--- src/rtl/uncache_bus_arbiter_pkg.sv ---
`default_nettype none
// +----------------------------------------------------------------------------+
// | Module   : uncache_bus_arbiter_pkg                                         |
// | Desc     : Shared encodings and widths for the uncached bus arbiter.       |
// | Revision : 1.0 - initial release                                           |
// +----------------------------------------------------------------------------+
package uncache_bus_arbiter_pkg;

    localparam int BUS_ADDR_WIDTH = 32;
    localparam int INS_WIDTH      = 32;

    typedef enum logic [1:0] {
        UBA_STATE_IDLE  = 2'd0,
        UBA_STATE_GRANT = 2'd1,
        UBA_STATE_XFER  = 2'd2,
        UBA_STATE_DONE  = 2'd3
    } uba_state_e;

    typedef enum logic {
        UBA_OWNER_M0 = 1'b0,
        UBA_OWNER_M1 = 1'b1
    } uba_owner_e;

    localparam logic REQ_AS_ENABLE    = 1'b1;
    localparam logic REQ_RW_READ      = 1'b0;
    localparam logic REQ_RW_WRITE     = 1'b1;
    localparam logic GRANT_ENABLE     = 1'b1;
    localparam logic GRANT_DISABLE    = 1'b0;
    localparam logic BUS_ERROR_ENABLE = 1'b1;

endpackage
`default_nettype wire

--- src/rtl/uncache_bus_arbiter_if.sv ---
`default_nettype none
// +----------------------------------------------------------------------------+
// | Module   : uncache_bus_arbiter_if                                          |
// | Desc     : Master request/response and slave bus signals of the arbiter.   |
// | Revision : 1.0 - initial release                                           |
// +----------------------------------------------------------------------------+
interface uncache_bus_arbiter_if
    import uncache_bus_arbiter_pkg::*;
#(
    parameter int ADDR_W = BUS_ADDR_WIDTH,
    parameter int DATA_W = INS_WIDTH
);
    logic              m0_req;
    logic [ADDR_W-1:0] m0_addr;
    logic              m0_as;
    logic              m0_rw;
    logic [DATA_W-1:0] m0_wdata;
    logic              m0_grant;
    logic              m0_done;
    logic              m0_bus_error;

    logic              m1_req;
    logic [ADDR_W-1:0] m1_addr;
    logic              m1_as;
    logic              m1_rw;
    logic [DATA_W-1:0] m1_wdata;
    logic              m1_grant;
    logic              m1_done;
    logic              m1_bus_error;

    logic [DATA_W-1:0] m_rdata;

    logic [ADDR_W-1:0] s_addr;
    logic              s_as;
    logic              s_rw;
    logic [DATA_W-1:0] s_wdata;
    logic [DATA_W-1:0] s_rdata;
    logic              s_rdy;

    // Arbiter side: serves both masters, drives the slave bus.
    modport slave (
        input  m0_req, m0_addr, m0_as, m0_rw, m0_wdata,
        input  m1_req, m1_addr, m1_as, m1_rw, m1_wdata,
        input  s_rdata, s_rdy,
        output m0_grant, m0_done, m0_bus_error,
        output m1_grant, m1_done, m1_bus_error,
        output m_rdata, s_addr, s_as, s_rw, s_wdata
    );

    // Environment side: the two controllers plus the slave device.
    modport master (
        output m0_req, m0_addr, m0_as, m0_rw, m0_wdata,
        output m1_req, m1_addr, m1_as, m1_rw, m1_wdata,
        output s_rdata, s_rdy,
        input  m0_grant, m0_done, m0_bus_error,
        input  m1_grant, m1_done, m1_bus_error,
        input  m_rdata, s_addr, s_as, s_rw, s_wdata
    );

endinterface
`default_nettype wire

--- src/rtl/uncache_bus_arbiter_timeout_counter.sv ---
`default_nettype none
// +----------------------------------------------------------------------------+
// | Module   : uba_timeout_counter                                             |
// | Desc     : Counts unanswered transfer cycles; flags the TIMEOUT-th one.    |
// | Revision : 1.0 - initial release                                           |
// +----------------------------------------------------------------------------+
module uba_timeout_counter #(
    parameter int TIMEOUT = 255,
    parameter int CNT_W   = 8
) (
    input  logic clk,
    input  logic resetn,
    input  logic clear_i,
    input  logic enable_i,
    output logic expired_o
);
    localparam logic [CNT_W-1:0] c_last_count = CNT_W'(TIMEOUT - 1);

    logic [CNT_W-1:0] cnt_q;
    logic [CNT_W-1:0] cnt_d;

    always_comb begin
        cnt_d = cnt_q;
        if (clear_i) begin
            cnt_d = '0;
        end else if (enable_i) begin
            cnt_d = cnt_q + 1'b1;
        end
    end

    always_ff @(posedge clk or negedge resetn) begin
        if (!resetn) begin
            cnt_q <= '0;
        end else begin
            cnt_q <= cnt_d;
        end
    end

    // Fires on the cycle whose increment reaches TIMEOUT, so the registered
    // error lands exactly TIMEOUT cycles after the strobe rose.
    assign expired_o = enable_i && (cnt_q == c_last_count);

endmodule
`default_nettype wire

--- src/rtl/uncache_bus_arbiter.sv ---
`default_nettype none
// +----------------------------------------------------------------------------+
// | Module   : uncache_bus_arbiter                                             |
// | Desc     : Round-robin arbiter of IF/MEM controllers onto the uncached bus.|
// | Revision : 1.0 - initial release                                           |
// +----------------------------------------------------------------------------+
module uncache_bus_arbiter
    import uncache_bus_arbiter_pkg::*;
#(
    parameter int ADDR_W  = BUS_ADDR_WIDTH,
    parameter int DATA_W  = INS_WIDTH,
    parameter int TIMEOUT = 255,
    parameter int CNT_W   = 8
) (
    input  logic                 clk,
    input  logic                 resetn,
    uncache_bus_arbiter_if.slave bus
);
    uba_state_e        state_q, state_d;
    uba_owner_e        owner_q, owner_d;
    uba_owner_e        last_owner_q, last_owner_d;
    logic              m0_grant_q, m0_grant_d, m1_grant_q, m1_grant_d;
    logic              m0_done_q, m0_done_d, m1_done_q, m1_done_d;
    logic              m0_err_q, m0_err_d, m1_err_q, m1_err_d;
    logic [DATA_W-1:0] rdata_q, rdata_d;
    logic [ADDR_W-1:0] s_addr_q, s_addr_d;
    logic              s_as_q, s_as_d;
    logic              s_rw_q, s_rw_d;
    logic [DATA_W-1:0] s_wdata_q, s_wdata_d;

    logic              cnt_clear;
    logic              cnt_en;
    logic              cnt_expired;

    logic              own_m0;
    logic              own_req;
    logic              own_as;
    logic              own_rw;
    logic [ADDR_W-1:0] own_addr;
    logic [DATA_W-1:0] own_wdata;

    assign own_m0    = (owner_q == UBA_OWNER_M0);
    assign own_req   = own_m0 ? bus.m0_req   : bus.m1_req;
    assign own_as    = own_m0 ? bus.m0_as    : bus.m1_as;
    assign own_rw    = own_m0 ? bus.m0_rw    : bus.m1_rw;
    assign own_addr  = own_m0 ? bus.m0_addr  : bus.m1_addr;
    assign own_wdata = own_m0 ? bus.m0_wdata : bus.m1_wdata;

    uba_timeout_counter #(
        .TIMEOUT (TIMEOUT),
        .CNT_W   (CNT_W)
    ) u_timeout (
        .clk       (clk),
        .resetn    (resetn),
        .clear_i   (cnt_clear),
        .enable_i  (cnt_en),
        .expired_o (cnt_expired)
    );

    always_comb begin
        state_d      = state_q;
        owner_d      = owner_q;
        last_owner_d = last_owner_q;
        m0_grant_d   = m0_grant_q;
        m1_grant_d   = m1_grant_q;
        m0_done_d    = 1'b0;
        m1_done_d    = 1'b0;
        m0_err_d     = 1'b0;
        m1_err_d     = 1'b0;
        rdata_d      = rdata_q;
        s_addr_d     = s_addr_q;
        s_as_d       = s_as_q;
        s_rw_d       = s_rw_q;
        s_wdata_d    = s_wdata_q;
        cnt_clear    = 1'b0;
        cnt_en       = 1'b0;

        case (state_q)
            UBA_STATE_IDLE: begin
                if (bus.m0_req || bus.m1_req) begin
                    // M0 takes it alone, or on a tie when M1 owned the bus last.
                    if (bus.m0_req && (!bus.m1_req || last_owner_q == UBA_OWNER_M1)) begin
                        owner_d    = UBA_OWNER_M0;
                        m0_grant_d = GRANT_ENABLE;
                    end else begin
                        owner_d    = UBA_OWNER_M1;
                        m1_grant_d = GRANT_ENABLE;
                    end
                    state_d = UBA_STATE_GRANT;
                end
            end
            UBA_STATE_GRANT: begin
                if (own_as == REQ_AS_ENABLE) begin
                    s_addr_d  = own_addr;
                    s_rw_d    = own_rw;
                    s_wdata_d = own_wdata;
                    s_as_d    = 1'b1;
                    cnt_clear = 1'b1;
                    state_d   = UBA_STATE_XFER;
                end else if (!own_req) begin
                    m0_grant_d = GRANT_DISABLE;
                    m1_grant_d = GRANT_DISABLE;
                    state_d    = UBA_STATE_IDLE;
                end
            end
            UBA_STATE_XFER: begin
                if (bus.s_rdy) begin
                    if (s_rw_q == REQ_RW_READ) begin
                        rdata_d = bus.s_rdata;
                    end
                    m0_done_d = own_m0;
                    m1_done_d = !own_m0;
                    s_as_d    = 1'b0;
                    state_d   = UBA_STATE_DONE;
                end else begin
                    cnt_en = 1'b1;
                    if (cnt_expired) begin
                        m0_err_d = own_m0 ? BUS_ERROR_ENABLE : 1'b0;
                        m1_err_d = own_m0 ? 1'b0 : BUS_ERROR_ENABLE;
                        s_as_d   = 1'b0;
                        state_d  = UBA_STATE_DONE;
                    end
                end
            end
            UBA_STATE_DONE: begin
                m0_grant_d   = GRANT_DISABLE;
                m1_grant_d   = GRANT_DISABLE;
                last_owner_d = owner_q;
                state_d      = UBA_STATE_IDLE;
            end
            default: begin
                state_d = UBA_STATE_IDLE;
            end
        endcase
    end

    always_ff @(posedge clk or negedge resetn) begin
        if (!resetn) begin
            state_q      <= UBA_STATE_IDLE;
            owner_q      <= UBA_OWNER_M0;
            last_owner_q <= UBA_OWNER_M1;
            m0_grant_q   <= GRANT_DISABLE;
            m1_grant_q   <= GRANT_DISABLE;
            m0_done_q    <= 1'b0;
            m1_done_q    <= 1'b0;
            m0_err_q     <= 1'b0;
            m1_err_q     <= 1'b0;
            rdata_q      <= '0;
            s_addr_q     <= '0;
            s_as_q       <= 1'b0;
            s_rw_q       <= REQ_RW_READ;
            s_wdata_q    <= '0;
        end else begin
            state_q      <= state_d;
            owner_q      <= owner_d;
            last_owner_q <= last_owner_d;
            m0_grant_q   <= m0_grant_d;
            m1_grant_q   <= m1_grant_d;
            m0_done_q    <= m0_done_d;
            m1_done_q    <= m1_done_d;
            m0_err_q     <= m0_err_d;
            m1_err_q     <= m1_err_d;
            rdata_q      <= rdata_d;
            s_addr_q     <= s_addr_d;
            s_as_q       <= s_as_d;
            s_rw_q       <= s_rw_d;
            s_wdata_q    <= s_wdata_d;
        end
    end

    assign bus.m0_grant     = m0_grant_q;
    assign bus.m1_grant     = m1_grant_q;
    assign bus.m0_done      = m0_done_q;
    assign bus.m1_done      = m1_done_q;
    assign bus.m0_bus_error = m0_err_q;
    assign bus.m1_bus_error = m1_err_q;
    assign bus.m_rdata      = rdata_q;
    assign bus.s_addr       = s_addr_q;
    assign bus.s_as         = s_as_q;
    assign bus.s_rw         = s_rw_q;
    assign bus.s_wdata      = s_wdata_q;

endmodule
`default_nettype wire
--- src/flat_wrapper.sv ---
// flat-port wrapper written by rule: the top's interface ports become plain ports
module uncache_bus_arbiter_flat import uncache_bus_arbiter_pkg::*;
#(
    parameter int ADDR_W  = BUS_ADDR_WIDTH,
    parameter int DATA_W  = INS_WIDTH,
    parameter int TIMEOUT = 255,
    parameter int CNT_W   = 8
)
  (clk, resetn, bus_m0_req, bus_m0_addr, bus_m0_as, bus_m0_rw, bus_m0_wdata, bus_m1_req, bus_m1_addr, bus_m1_as, bus_m1_rw, bus_m1_wdata, bus_s_rdata, bus_s_rdy, bus_m0_grant, bus_m0_done, bus_m0_bus_error, bus_m1_grant, bus_m1_done, bus_m1_bus_error, bus_m_rdata, bus_s_addr, bus_s_as, bus_s_rw, bus_s_wdata);
  uncache_bus_arbiter_if #(.ADDR_W(ADDR_W), .DATA_W(DATA_W)) bus_i ();
  input  logic clk;
  input  logic resetn;
  input wire logic [$bits(bus_i.m0_req)-1:0] bus_m0_req;
  input wire logic [$bits(bus_i.m0_addr)-1:0] bus_m0_addr;
  input wire logic [$bits(bus_i.m0_as)-1:0] bus_m0_as;
  input wire logic [$bits(bus_i.m0_rw)-1:0] bus_m0_rw;
  input wire logic [$bits(bus_i.m0_wdata)-1:0] bus_m0_wdata;
  input wire logic [$bits(bus_i.m1_req)-1:0] bus_m1_req;
  input wire logic [$bits(bus_i.m1_addr)-1:0] bus_m1_addr;
  input wire logic [$bits(bus_i.m1_as)-1:0] bus_m1_as;
  input wire logic [$bits(bus_i.m1_rw)-1:0] bus_m1_rw;
  input wire logic [$bits(bus_i.m1_wdata)-1:0] bus_m1_wdata;
  input wire logic [$bits(bus_i.s_rdata)-1:0] bus_s_rdata;
  input wire logic [$bits(bus_i.s_rdy)-1:0] bus_s_rdy;
  output wire logic [$bits(bus_i.m0_grant)-1:0] bus_m0_grant;
  output wire logic [$bits(bus_i.m0_done)-1:0] bus_m0_done;
  output wire logic [$bits(bus_i.m0_bus_error)-1:0] bus_m0_bus_error;
  output wire logic [$bits(bus_i.m1_grant)-1:0] bus_m1_grant;
  output wire logic [$bits(bus_i.m1_done)-1:0] bus_m1_done;
  output wire logic [$bits(bus_i.m1_bus_error)-1:0] bus_m1_bus_error;
  output wire logic [$bits(bus_i.m_rdata)-1:0] bus_m_rdata;
  output wire logic [$bits(bus_i.s_addr)-1:0] bus_s_addr;
  output wire logic [$bits(bus_i.s_as)-1:0] bus_s_as;
  output wire logic [$bits(bus_i.s_rw)-1:0] bus_s_rw;
  output wire logic [$bits(bus_i.s_wdata)-1:0] bus_s_wdata;
  assign bus_i.m0_req = bus_m0_req;
  assign bus_i.m0_addr = bus_m0_addr;
  assign bus_i.m0_as = bus_m0_as;
  assign bus_i.m0_rw = bus_m0_rw;
  assign bus_i.m0_wdata = bus_m0_wdata;
  assign bus_i.m1_req = bus_m1_req;
  assign bus_i.m1_addr = bus_m1_addr;
  assign bus_i.m1_as = bus_m1_as;
  assign bus_i.m1_rw = bus_m1_rw;
  assign bus_i.m1_wdata = bus_m1_wdata;
  assign bus_i.s_rdata = bus_s_rdata;
  assign bus_i.s_rdy = bus_s_rdy;
  assign bus_m0_grant = bus_i.m0_grant;
  assign bus_m0_done = bus_i.m0_done;
  assign bus_m0_bus_error = bus_i.m0_bus_error;
  assign bus_m1_grant = bus_i.m1_grant;
  assign bus_m1_done = bus_i.m1_done;
  assign bus_m1_bus_error = bus_i.m1_bus_error;
  assign bus_m_rdata = bus_i.m_rdata;
  assign bus_s_addr = bus_i.s_addr;
  assign bus_s_as = bus_i.s_as;
  assign bus_s_rw = bus_i.s_rw;
  assign bus_s_wdata = bus_i.s_wdata;
  uncache_bus_arbiter #(.ADDR_W(ADDR_W), .DATA_W(DATA_W), .TIMEOUT(TIMEOUT), .CNT_W(CNT_W)) u_core (.clk(clk), .resetn(resetn), .bus(bus_i));
endmodule
--- config.mk ---
export PLATFORM = sky130hd
export DESIGN_NAME = uncache_bus_arbiter_flat
export DESIGN_NICKNAME = d
export VERILOG_FILES = /design/src/rtl/uncache_bus_arbiter_pkg.sv /design/src/rtl/uncache_bus_arbiter_if.sv /design/src/rtl/uncache_bus_arbiter_timeout_counter.sv /design/src/rtl/uncache_bus_arbiter.sv /design/src/flat_wrapper.sv
export SDC_FILE = /design/constraint.sdc
export NUM_CORES = 1
export LEC_CHECK = 0
export BUFFER_PORTS_ARGS = -buffer_cell sky130_fd_sc_hd__buf_4
export CAP_MARGIN = 20
export CORE_MARGIN = 8
export CORE_UTILIZATION = 45
export CTS_CLUSTER_SIZE = 14
export DETAILED_ROUTE_END_ITERATION = 16
export PLACE_DENSITY = 0.79
export SLEW_MARGIN = 20
export SYNTH_ARGS = -nofsm -noshare
export SYNTH_HDL_FRONTEND = slang
export SYNTH_HIERARCHICAL = 1
export SYNTH_SLANG_ARGS = --single-unit
--- constraint.sdc ---
create_clock -name clk -period 2.16 [get_ports clk]
set_input_delay 0.432 -clock clk [delete_from_list [all_inputs] [get_ports clk]]
set_output_delay 0.432 -clock clk [all_outputs]
set_load 0.005 [all_outputs]
=== Word level (Yosys, flattened, before mapping) ===
Cells that the tools add are included.
Widths: inputs -> output; s select.

* Input port bits: 169
* Output and inout bits: 104
* Bits in registers: 116
* Word-level logic and storage cells: 88

* Add/subtract/negate cells: 1
* Equal/unequal tests: 12
* Reductions and logical operators: 16
* Muxes and demuxes: 42
* Bitwise operators: 2

{| class="wikitable"
|+ Operators with widths
! kind !! number
|-
| $mux 32 || 2
|-
| $mux 1 || 29
|-
| $mux 8 || 2
|-
| $mux 2 || 5
|-
| $reduce_and 5->1 || 2
|-
| $reduce_and 3->1 || 3
|-
| $add 8x1->8 const B || 1
|-
| $eq 8x8->1 const B || 1
|-
| $pmux 2 s4 || 1
|-
| $ne 2x1->1 const B || 3
|-
| $ne 2x2->1 const B || 3
|-
| $pmux 1 s3 || 2
|-
| $eq 2x2->1 const B || 2
|-
| $reduce_and 2->1 || 2
|-
| $reduce_bool 2->1 || 2
|-
| $ne 3x2->1 const B || 1
|-
| $ne 3x3->1 const B || 1
|-
| $reduce_bool 3->1 || 1
|-
| $eq 2x1->1 const B || 1
|-
| $logic_and 1x1->1 || 2
|-
| $logic_not 2->1 || 1
|-
| $logic_or 1x1->1 || 2
|-
| $not 1->1 || 2
|-
| $pmux 1 s2 || 1
|-
| $logic_not 1->1 || 1
|}

=== Longest topological paths before layout ===
Gate-level depths: netlist of run 1.

* Depth in word-level cells: 6
* Gate-level depth with buffers: 7
* Depth with buffers taken out: 6

=== By module ===
The synthesis of run 1 kept the hierarchy.

{| class="wikitable"
|+ By module, submodules not included
! module !! sequential area each (um^2) !! instances !! cells each !! area an instance (um^2)
|-
| uncache_bus_arbiter || 2703.8 || 1 || 322 || 4938.5
|-
| uba_timeout_counter || 200.2 || 1 || 41 || 411.6
|}

=== Least setup slack after synthesis of run 1 ===
Ideal clock, no wire load.

* Path kind: register -> register
* Start: reg u_core.state_q[0]
* End: reg u_core.u_timeout.cnt_q[5]
* Clock period less this slack: 1.609 ns
* Library setup time: 0.078 ns
* Buffers on the path: 2
* Stages on the path, launching flop included: 7
* Arrival time: 1.532 ns
* Required time: 2.082 ns
* Slack: 0.551 ns
* Cells stage by stage: dfrtp_1 buf_2 nor3b_1 buf_4 nand4_4 or3_1 a21oi_1

* Cells in the longest elaborated chain, start to end: 3
* Elaborated cells on any way between the ends: 6
* Classes of those cells: 2 x eq/ne; 3 x mux; 1 x reduce/logical

{| class="wikitable"
|+ RTL lines
! what !! RTL line !! source
|-
| start: declaration || uncache_bus_arbiter.sv:19 || <nowiki>uba_state_e state_q, state_d;</nowiki>
|-
| start signal: assignment || uncache_bus_arbiter.sv:154 || <nowiki>state_q <= state_d;</nowiki>
|-
| $eq 2x2->1 || uncache_bus_arbiter.sv:78 || <nowiki>case (state_q)</nowiki>
|-
| $mux 1 || uncache_bus_arbiter.sv:78 ||
|-
| named net u_core.cnt_en || uncache_bus_arbiter.sv:32 || <nowiki>logic cnt_en;</nowiki>
|-
| $reduce_bool 2->1 (no line) || - ||
|-
| end signal: assignment || uncache_bus_arbiter_timeout_counter.sv:35 || <nowiki>cnt_q <= cnt_d;</nowiki>
|-
| end: declaration || uncache_bus_arbiter_timeout_counter.sv:19 || <nowiki>logic [CNT_W-1:0] cnt_q;</nowiki>
|}

The timed path passes the listed nets, and every way through them passes these cells.
A chain may end at the register's enable or synchronous reset.

=== Worst setup path after layout of run 1 ===
* Start: reg u_core.owner_q
* End: reg u_core.s_wdata_q[17], in the netlist u_core/bus.s_wdata[17]

* Cells in the longest elaborated chain, start to end: 2
* Elaborated cells on any way between the ends: 3
* Classes of those cells: 2 x mux; 1 x reduce/logical

{| class="wikitable"
|+ RTL lines
! what !! RTL line !! source
|-
| start: declaration || uncache_bus_arbiter.sv:20 || <nowiki>uba_owner_e owner_q, owner_d;</nowiki>
|-
| start signal: assignment || uncache_bus_arbiter.sv:155 || <nowiki>owner_q <= owner_d;</nowiki>
|-
| $mux 1 || uncache_bus_arbiter.sv:44 || <nowiki>assign own_as = own_m0 ? bus.m0_as : bus.m1_as;</nowiki>
|-
| $reduce_and 2->1 (no line) || - ||
|-
| end signal: assignment || uncache_bus_arbiter.sv:167 || <nowiki>s_wdata_q <= s_wdata_d;</nowiki>
|-
| end: declaration || uncache_bus_arbiter.sv:29 || <nowiki>logic [DATA_W-1:0] s_wdata_q, s_wdata_d;</nowiki>
|}

Several ways; a longest one is shown, not always the timed one.

==> impl_metrics.py, run 1 <==
metrics = {
    "synth": {
        "post_synth_num_cell_types": 37,
        "cell_count_after_synthesis": 363,
        "syn-cell-area_um2": 5350,
        "synth.cells.most_frequent": "mux2_2, dfrtp_1, mux2_4, buf_2, nor2_1",
        "yosysTopAreaCell": "dfrtp_1",
        "synthMostInstantiatedCell": "mux2_2",
        "number_of_enable_type_register_cells_in_the_synthesized_netlist": 0,
        "synth.avg_cell_area_um2": 14.74,
        "synth-seq-area-share_pct": 54.28,
        "postSynth.asyncResetShare_pct": 100.0,
        "yosys_most_used_dff": "dfrtp_1",
        "synthDominantCellAreaShare_pct": 53.79,
        "yosys_warning_count": 6,
        "syn_nets": 534,
        "number_of_flip_flops_and_latches_in_the_synthesized_netlist": 116,
        "yosys-top-cells-area": "dfrtp_1, mux2_2, mux2_4, buf_2, buf_4",
    },
    "sta": {
        "max-slew-margin-rel_pct": 64.24,
        "fmaxAchievable_mhz": 558.4,
        "timing.final.max_slew_violations": 0,
        "period_needed_ns": 1.791,
        "report.final.hold_viol_count": 0,
        "setup-tns-final_ns": 0,
        "setup_viol": 0,
        "grt_setup_unrepaired": "no",
        "clock-skew-final_ns": 0.005580,
        "worst_margin_slew_ns": 0.5365,
        "fin_crit_sh_pct": 82.91,
    },
    "setup_path": {
        "cp-end-kind": "register",
        "critical_path_required_ns": 2.45,
        "critical_path.top_delay_family": "multiplexers",
        "critical_path_class": "reg2reg",
        "reg_to_reg_critical_path_startpoint": "u_core/owner_q",
        "worst-path-stages": 5,
        "cp.arrival_ns": 2.08,
        "regToRegSetupSlack_ns": 0.37,
        "cell_chain_of_the_critical_path": "mux2_4 > nand3b_4 > clkinv_2 > buf_4 > mux2_2",
        "timing.critical_path.slowest_cell_delay_ns": 0.43,
        "timing.critical_path.from": "u_core/owner_q",
        "reg2regPathDepth": 5,
        "cp-endpoint": "u_core/bus.s_wdata[17]",
        "worstPathBufferInverterCount": 2,
        "timing.critical_path.slowest_stage_cell": "dfrtp_2",
        "path_max_fanout": 38,
        "worst_r2r_endpoint": "u_core/bus.s_wdata[17]",
        "startpoint_type": "register",
    },
    "routing": {
        "post_drt_wl_per_cell_um": 18.56,
        "drt-total-wl_um": 14870,
        "route.antenna.remaining_nets": 0,
        "drt-pass1-iter-count": 4,
        "average_vias_per_placed_instance": 4.968,
        "route.vias.total": 3979,
        "drt_iter0_markers": 184,
        "drcViolationCount": 0,
    },
    "grt": {
        "gr-total-overflow": 0,
        "grt.busiest_layer": "met2",
        "grt_start_max_net_pins": 75,
        "globalRouteTotalUtil_pct": 19.04,
        "met3_track_usage_gr_pct": 9.817,
        "groute.layer.met1.usage_pct": 19.32,
        "grt_antenna_before_repair": 0,
        "grt_pass1_vias": 4485,
        "grt_first_pass_wirelength_um": 23700,
        "groute.layer.met2.usage_pct": 33.46,
    },
    "clock_network": {
        "clock_sink_count": 116,
        "tritoncts": "built",
        "clk_pin_slew_ns": 0.06,
        "cts_made_buffers": 17,
        "clk_root_buffer_cell": "clkbuf_16",
        "cts_setup_buffers": 0,
        "cts.path.max_buffers": 2,
        "insertion_delay_ns": 0.41,
        "cts-htree-levels": 4,
        "cts_resized": 0,
    },
    "status": {
        "outcome": "finished, final reports clean",
    },
    "pwr": {
        "power_per_standard_cell_area_nw_per_um2": 1415,
        "highest_ir_drop_seen_on_vdd_mv": 0.8693,
        "leakagePower_uw": 0.003939,
        "report.power.total_uw": 11600,
    },
    "finish": {
        "regArea_um2": 2905,
        "multi_input_comb_area_um2": 2301,
        "finalNetCount": 812,
        "post_synthesis_to_final_layout_area_growth_pct": 53.23,
        "final_layout_size_suffix_gt1_share_pct": 73.70,
        "fillers": 867,
        "finish.instance_area_um2": 8198,
        "antenna-diode-count": 0,
    },
    "job": {
        "drv_cap": 0,
    },
    "die": {
        "cell_rows": 40,
        "design.portCount": 273,
        "placeableCoreArea_um2": 11810,
        "die_width_um": 125.0,
        "fp.dieArea_um2": 15630,
        "dieHeight_um": 125.0,
        "initial_utilization_pct": 45.30,
    },
    "worst_hold_path": {
        "worstHoldStart": "bus_s_rdata[7]",
        "hold_path.class": "in2reg",
    },
    "place": {
        "port_buffers": 272,
        "post-dp-hpwl_um": 11450,
        "gp_congestion": 0.7818,
        "placed_cell_area_um2": 7547,
    },
}
## final cells by class
class                      count  area share, %
sequential                   116          35.44
clock inverter                14          2.457
tap                          147          2.244
multi-input combinational    223          28.07
timing repair buffer         280          26.28
inverter                       3         0.1526
clock buffer                  18          5.357
## placed cells by master (no fill, tap or decap), types with 2 or more instances in the layout
cell type     n
buf_4       275
mux2_2      145
dfrtp_1     114
mux2_4       18
clkbuf_16    17
nor2_1        9
clkinv_4      5
nand2_1       5
o21ai_0       5
a31oi_1       5
bufinv_16     4
a21oi_1       4
buf_12        4
nand4_1       3
xor2_1        3
or3_1         3
clkinvlp_4    2
clkinv_2      2
inv_6         2
and3_1        2
nand3b_1      2
or2_2         2
inv_1         2
nand3_1       2
ha_1          2
## metal layers
metal  up-vias  share of wire (%)
met5         -                  0
met4         0                1.1
met3        14                 10
met2       186                 51
met1      1910                 38
li1       1869                  -
## worst min path at each step
| stage | endpoint | slack (ns) | depth (start not counted) |
|---|---|---|---|
| 2_1_floorplan | async pin | 0.14 | 0 |
| 3_3_place_gp | u_core/bus.s_addr[9] | 0.44 | 2 |
| 3_5_place_dp | u_core/bus.s_addr[9] | 0.44 | 2 |
| 4_1_cts | u_core/bus.m_rdata[3] | 0.23 | 2 |
| 5_1_grt | u_core/bus.m_rdata[7] | 0.23 | 2 |
| 6_report | u_core/bus.m_rdata[7] | 0.25 | 2 |
## state kept, by name, indices dropped and copies added, names as in the netlist, 8 cells and up, named ones only
name	count
u_core/bus.s_wdata	32
u_core/bus.s_addr	32
u_core/bus.m_rdata	32
u_core/u_timeout/cnt_q	8
## cells by family after synthesis
kind of cell | count (synthesis) | share of synthesized area [%]
xor gates and xnor gates | 4 | 0.6549
AOI/OAI and AO/OA | 18 | 2.035
DFF | 116 | 54.28
muxes | 165 | 35.97
and+or+nand+nor | 34 | 3.882
adders and majority gates | 2 | 0.4677
buffers and inverters | 24 | 2.713
## timing repair
| action | 4_1_cts | 5_1_grt |
|---|---|---|
| endpoints found under the setup margin | 0 | 0 |
| hold buffers | 1 | 0 |
| endpoints found under the hold margin | 1 | 0 |
## stage by stage
stage	util (%)	instances	worst slack [ns]	hold WS, ns
after floorplan	-	363	0.5509	0.1364
after global placement	63.90	768	0.3801	0.4359
after detailed placement	63.90	768	0.3372	0.4390
after CTS	69.41	801	0.3602	0.2330
after global routing	69.41	801	0.2901	0.2269
final	69.41	801	0.3691	0.2502
## report_power, final
group | switching (µW) | total, µW | internal, µW
clock | 1010 | 2980 | 1970
sequential | 619 | 3840 | 3220
combinational | 1730 | 4780 | 3050
## worst reg2reg max path: stages (launching register included)
cell and delay [ns]:
dfrtp_2 0.43, mux2_4 0.22, nand3b_4 0.09, clkinv_2 0.06, buf_4 0.44, mux2_2 0.44
Note: power is estimated with default switching activity, not from simulation.
==> run 2, diff against run 1 <==
CORE_UTILIZATION = 41   (was 45)
PLACE_DENSITY = 0.76   (was 0.79)
clock period = 1.6 ns   (was 2.16 ns; I/O delays follow)
==> impl_metrics.py, run 2 (synthesis results as in run 1) <==
metrics = {
    "status": {
        "outcome": "finished, final reports clean",
    },
    "clock_network": {
        "cts.path.max_buffers": 2,
        "cts_made_buffers": 17,
        "clk_root_buffer_cell": "clkbuf_16",
        "clk_pin_slew_ns": 0.05,
        "cts-htree-levels": 4,
        "clock_sink_count": 116,
        "tritoncts": "built",
        "insertion_delay_ns": 0.41,
    },
    "finish": {
        "final_layout_size_suffix_gt1_share_pct": 74.40,
        "post_synthesis_to_final_layout_area_growth_pct": 55.14,
        "fin_util_pct": 65.51,
        "finish.instance_area_um2": 8300,
        "finalNetCount": 823,
        "most-common-layout-cells": "buf_4, mux2_2, dfrtp_1, mux2_4, clkbuf_16",
        "finish.cell_count_without_fillers": 836,
        "antenna-diode-count": 0,
        "layout.cells.most_common": "buf_4",
    },
    "routing": {
        "average_vias_per_placed_instance": 4.798,
        "post_drt_wl_per_cell_um": 19.25,
        "route.vias.total": 4011,
        "drcViolationCount": 0,
        "route.antenna.remaining_nets": 0,
        "drt_iter0_markers": 131,
        "drt-pass1-iter-count": 4,
        "drt-total-wl_um": 16090,
    },
    "grt": {
        "grt_antenna_before_repair": 0,
        "globalRouteTotalUtil_pct": 18.83,
        "grt_pass1_vias": 4522,
        "gr-total-overflow": 0,
        "grt_start_max_net_pins": 54,
        "grt_first_pass_wirelength_um": 24270,
    },
    "setup_path": {
        "timing.critical_path.slowest_cell_delay_ns": 0.43,
        "cp.arrival_ns": 1.89,
        "critical_path.top_delay_family": "multiplexers",
        "path_max_fanout": 35,
        "startpoint_type": "register",
        "critical_path_required_ns": 1.89,
        "critical_path_class": "reg2reg",
        "cp-end-kind": "register",
        "timing.critical_path.slowest_stage_cell": "dfrtp_2",
        "crit_path_frequent_cell": "mux2_4",
        "worstPathBufferInverterCount": 2,
        "cell_chain_of_the_critical_path": "mux2_4 > nand3b_4 > clkinv_2 > buf_12 > mux2_4",
    },
    "pwr": {
        "clock_power_share_pct": 23.9,
        "net_switching_component_of_the_power_uw": 4550,
        "highest_ir_drop_seen_on_vdd_mv": 0.9049,
        "leakagePower_uw": 0.003983,
        "power_per_standard_cell_area_nw_per_um2": 1879,
        "p_int_uw": 11050,
        "comb_power_share_pct": 43.0,
        "sw_frac_of_total_pct": 29.17,
        "power.share.sequential_pct": 33.2,
    },
    "sta": {
        "fin_crit_sh_pct": 99.72,
        "max-slew-margin-rel_pct": 76.13,
        "timing.final.max_slew_violations": 0,
        "setup_viol": 0,
        "period_needed_ns": 1.596,
        "timing.hold.ws_ns": 0.1350,
        "clock-skew-final_ns": 0.006163,
        "report.final.hold_viol_count": 0,
        "worst_margin_slew_ns": 0.3581,
        "grt_setup_unrepaired": "yes",
        "fmaxAchievable_mhz": 626.7,
        "setup-tns-final_ns": 0,
    },
    "die": {
        "placeableCoreArea_um2": 12670,
        "dieHeight_um": 130.2,
        "die_width_um": 130.2,
        "initial_utilization_pct": 42.22,
        "fp.dieArea_um2": 16960,
        "cell_rows": 41,
        "design.portCount": 273,
    },
    "job": {
        "drv_cap": 0,
    },
    "place": {
        "port_buffers": 272,
        "post-dp-hpwl_um": 12430,
        "placed_cell_area_um2": 7654,
        "dp.cells": 799,
        "gp_congestion": 0.8061,
    },
    "worst_hold_path": {
        "hold_path.class": "in2reg",
    },
}
run 2: changes by cell type in the layout (fill, tap and decap cells not counted), sizes merged:
cell,delta
buf,+11
bufinv,-2
clkbuf,+4
clkinv,-2
clkinvlp,+1
inv,-2
run 2: repair_timing:
item / 4_1_cts / 5_1_grt
gates resized for setup: 0 / 4
setup endpoints to repair: 0 / 87
endpoints found under the hold margin: 17 / 0
hold buffers: 1 / 0
buffers inserted: 0 / 4
run 2: final timing paths:
check / depth (start not counted) / slack, ns / to / start
max: 5 / 0.004 / u_core/bus.s_wdata[24] / u_core/owner_q
min: 2 / 0.14 / u_core/bus.m_rdata[7] / bus_s_rdata[7]
max reg2reg: 5 / 0.004 / u_core/bus.s_wdata[24] / u_core/owner_q
min reg2reg: 1 / 0.50 / u_core/bus.m_rdata[7] / u_core/bus.m_rdata[7]
max in group asynchronous: 3 / 0.63 / u_core/u_timeout/cnt_q[5] / resetn
min in group asynchronous: 2 / 0.41 / u_core/bus.s_addr[28] / resetn
run 2: layer usage:
| metal | GRT usage [%] | wire length [µm] | part of all wire (%) |
|---|---|---|---|
| met3 | 6.038 | 1371 | 8.5 |
| met4 | 8.060 | 350 | 2.2 |
| met1 | 18.83 | 5479 | 34 |
| met5 | 0 | 0 | 0 |
| met2 | 35.04 | 8888 | 55 |
run 2: stage by stage:
stage          total power (µW)  worst slack (ns)
2_1_floorplan              8561           0.07355
3_3_place_gp              11680           0.04166
3_5_place_dp              11960           0.02120
4_1_cts                   15770          0.004895
5_1_grt                   16490          -0.01996
6_report                  15600          0.004463
run 2: final cells by class:
| cell class | instances | area (µm²) |
|---|---|---|
| Inverter | 3 | 12.51 |
| Sequential cell | 116 | 2907 |
| Clock buffer | 22 | 484.2 |
| Timing Repair Buffer | 291 | 2263 |
| Clock inverter | 9 | 102.6 |
| Fill cell | 966 | 4370 |
| Multi-Input combinational cell | 223 | 2316 |
| Tap cell | 172 | 215.2 |
run 2: power groups by stage:
stage / combinational (µW) / sequential, µW / clock (µW)
global placement: 6540 / 5140 / 0
detailed placement: 6740 / 5220 / 0
CTS: 6770 / 5190 / 3800
global route: 7180 / 5350 / 3960
floorplan: 3390 / 5170 / 0
finish: 6700 / 5170 / 3720
run 2: worst reg2reg max path, stage by stage (launching register included):
cell,delay [ns]
dfrtp_2,0.43
mux2_4,0.32
nand3b_4,0.09
clkinv_2,0.09
buf_12,0.20
mux2_4,0.34
==> run 3, diff against run 2 <==
clock period = 1.3 ns   (was 1.6 ns; I/O delays follow)
==> impl_metrics.py, run 3 (synthesis results as in run 1) <==
metrics = {
    "pwr": {
        "report.power.total_uw": 20750,
        "leakagePower_uw": 0.004266,
        "power_per_standard_cell_area_nw_per_um2": 2337,
        "highest_ir_drop_seen_on_vdd_mv": 1.436,
    },
    "setup_path": {
        "path_max_fanout": 8,
        "timing.critical_path.from": "u_core/owner_q",
        "worst_r2r_endpoint": "u_core/bus.s_addr[20]",
        "regToRegSetupSlack_ns": -0.27,
        "worstPathBufferInverterCount": 3,
        "timing.critical_path.slowest_cell_delay_ns": 0.42,
        "cp-endpoint": "u_core/bus.s_addr[20]",
        "cell_chain_of_the_critical_path": "mux2_4 > nand3b_4 > inv_8 > buf_12 > buf_16 > mux2_2",
        "startpoint_type": "register",
        "critical_path_required_ns": 1.59,
        "reg_to_reg_critical_path_startpoint": "u_core/owner_q",
        "cp.arrival_ns": 1.86,
        "cp-end-kind": "register",
        "worst-path-stages": 6,
        "timing.critical_path.slowest_stage_cell": "dfrtp_2",
        "critical_path_class": "reg2reg",
        "critical_path.top_delay_family": "multiplexers",
        "reg2regPathDepth": 6,
    },
    "status": {
        "failed_checks": "setup timing",
        "outcome": "finished with violations",
    },
    "place": {
        "placed_cell_area_um2": 7749,
        "gp_congestion": 0.8156,
        "port_buffers": 272,
        "dp.cells": 804,
        "post-dp-hpwl_um": 11560,
    },
    "sta": {
        "timing.final.max_slew_violations": 0,
        "postLayoutSetupSlackWorst_ns": -0.2712,
        "max-slew-margin-rel_pct": 81.32,
        "worst_margin_slew_ns": 0.2795,
        "fin_crit_sh_pct": 120.9,
        "clock-skew-final_ns": 0.01131,
        "timing.hold.ws_ns": 0.07823,
        "report.final.hold_viol_count": 0,
        "setup_viol": 112,
        "grt_setup_unrepaired": "yes",
        "fmaxAchievable_mhz": 636.5,
        "period_needed_ns": 1.571,
    },
    "routing": {
        "average_vias_per_placed_instance": 4.905,
        "route.antenna.remaining_nets": 0,
        "drt-pass1-iter-count": 4,
        "post_drt_wl_per_cell_um": 20.16,
        "drcViolationCount": 0,
        "drt_iter0_markers": 129,
        "route.vias.total": 4189,
        "drt-total-wl_um": 17220,
    },
    "grt": {
        "gr-total-overflow": 0,
        "grt.busiest_layer": "met2",
        "met3_track_usage_gr_pct": 9.588,
        "grt_antenna_before_repair": 0,
        "grt_first_pass_wirelength_um": 25140,
        "grt_pass1_vias": 4819,
        "groute.layer.met2.usage_pct": 33.42,
        "grt_start_max_net_pins": 52,
        "groute.layer.met1.usage_pct": 19.77,
        "globalRouteTotalUtil_pct": 19.44,
    },
    "clock_network": {
        "clock_sink_count": 116,
        "cts_made_buffers": 17,
        "insertion_delay_ns": 0.41,
        "tritoncts": "built",
        "cts-htree-levels": 4,
        "cts.path.max_buffers": 2,
        "clk_pin_slew_ns": 0.05,
        "clk_root_buffer_cell": "clkbuf_16",
    },
    "finish": {
        "post_synthesis_to_final_layout_area_growth_pct": 65.93,
        "finalNetCount": 844,
        "finish.instance_area_um2": 8877,
        "most-common-layout-cells": "buf_4, mux2_2, dfrtp_1, mux2_4, clkbuf_16",
        "finish.cell_count_without_fillers": 854,
        "final_layout_size_suffix_gt1_share_pct": 77.13,
        "antenna-diode-count": 0,
        "layout.cells.most_common": "buf_4",
    },
    "die": {
        "initial_utilization_pct": 42.22,
        "fp.dieArea_um2": 16960,
        "dieHeight_um": 130.2,
        "cell_rows": 41,
        "design.portCount": 273,
        "die_width_um": 130.2,
        "placeableCoreArea_um2": 12670,
    },
    "job": {
        "drv_cap": 0,
    },
    "worst_hold_path": {
        "hold_path.class": "in2reg",
        "timing.hold.worst_path_depth": 2,
    },
}
-- run 3: cell type report --
class                   count  area (µm²)
clock buffers              22       484.2
well taps                 172       215.2
inverters                   3       18.77
flip-flops and latches    116        2905
multi-input cells         223        2521
clock inverters             6       55.05
fillers                   897        3794
repair buffers            312        2678
-- run 3: stage by stage --
stage / util, % / setup slack (ns) / setup TNS, ns
after floorplan: - / -0.2050 / -15.36
after global placement: 61.15 / -0.2099 / -19.64
after detailed placement: 61.15 / -0.2524 / -22.80
after CTS: 68.49 / -0.2484 / -21.82
after global routing: 70.06 / -0.3076 / -28.32
final: 70.06 / -0.2712 / -24.12
-- run 3: repair_timing --
action,CTS,global route
cloned,6,5
hold buffers,1,0
pin swaps,7,5
setup buffers,8,3
resized for setup,41,19
setup endpoints to repair,112,114
hold endpoints to repair,17,0
-- run 3: worst reg2reg max path, stage by stage, from the launching register on --
cell      delay, ns
dfrtp_2        0.42
mux2_4         0.32
nand3b_4       0.11
inv_8          0.07
buf_12         0.13
buf_16         0.13
mux2_2         0.26
-- run 3: routing by layer --
| layer | vias up | part of all wire (%) | routed length, µm |
|---|---|---|---|
| li1 | 1916 | - | - |
| met1 | 2067 | 35 | 5963 |
| met2 | 185 | 52 | 8944 |
| met3 | 21 | 12 | 2024 |
| met4 | 0 | 1.6 | 284 |
| met5 | - | 0 | 0 |
-- run 3: how the worst min path moves through the flow --
stage	endpoint	startpoint	slack, ns
finish	u_core/bus.m_rdata[27]	bus_s_rdata[27]	0.08
global route	u_core/bus.m_rdata[15]	bus_s_rdata[15]	0.07
CTS	u_core/owner_q	bus_m0_req	0.06
detailed placement	u_core/bus.m_rdata[5]	resetn	0.16
global placement	u_core/bus.m0_bus_error	resetn	0.15
floorplan	async pin	resetn	-0.04
-- run 3: power breakdown --
group | leakage [µW] | switching, µW | internal [µW]
Sequential | 0.00140 | 1070 | 5350
Combinational | 0.00259 | 3530 | 6560
Clock | 0.000273 | 1490 | 2760
Total | 0.00427 | 6080 | 14700
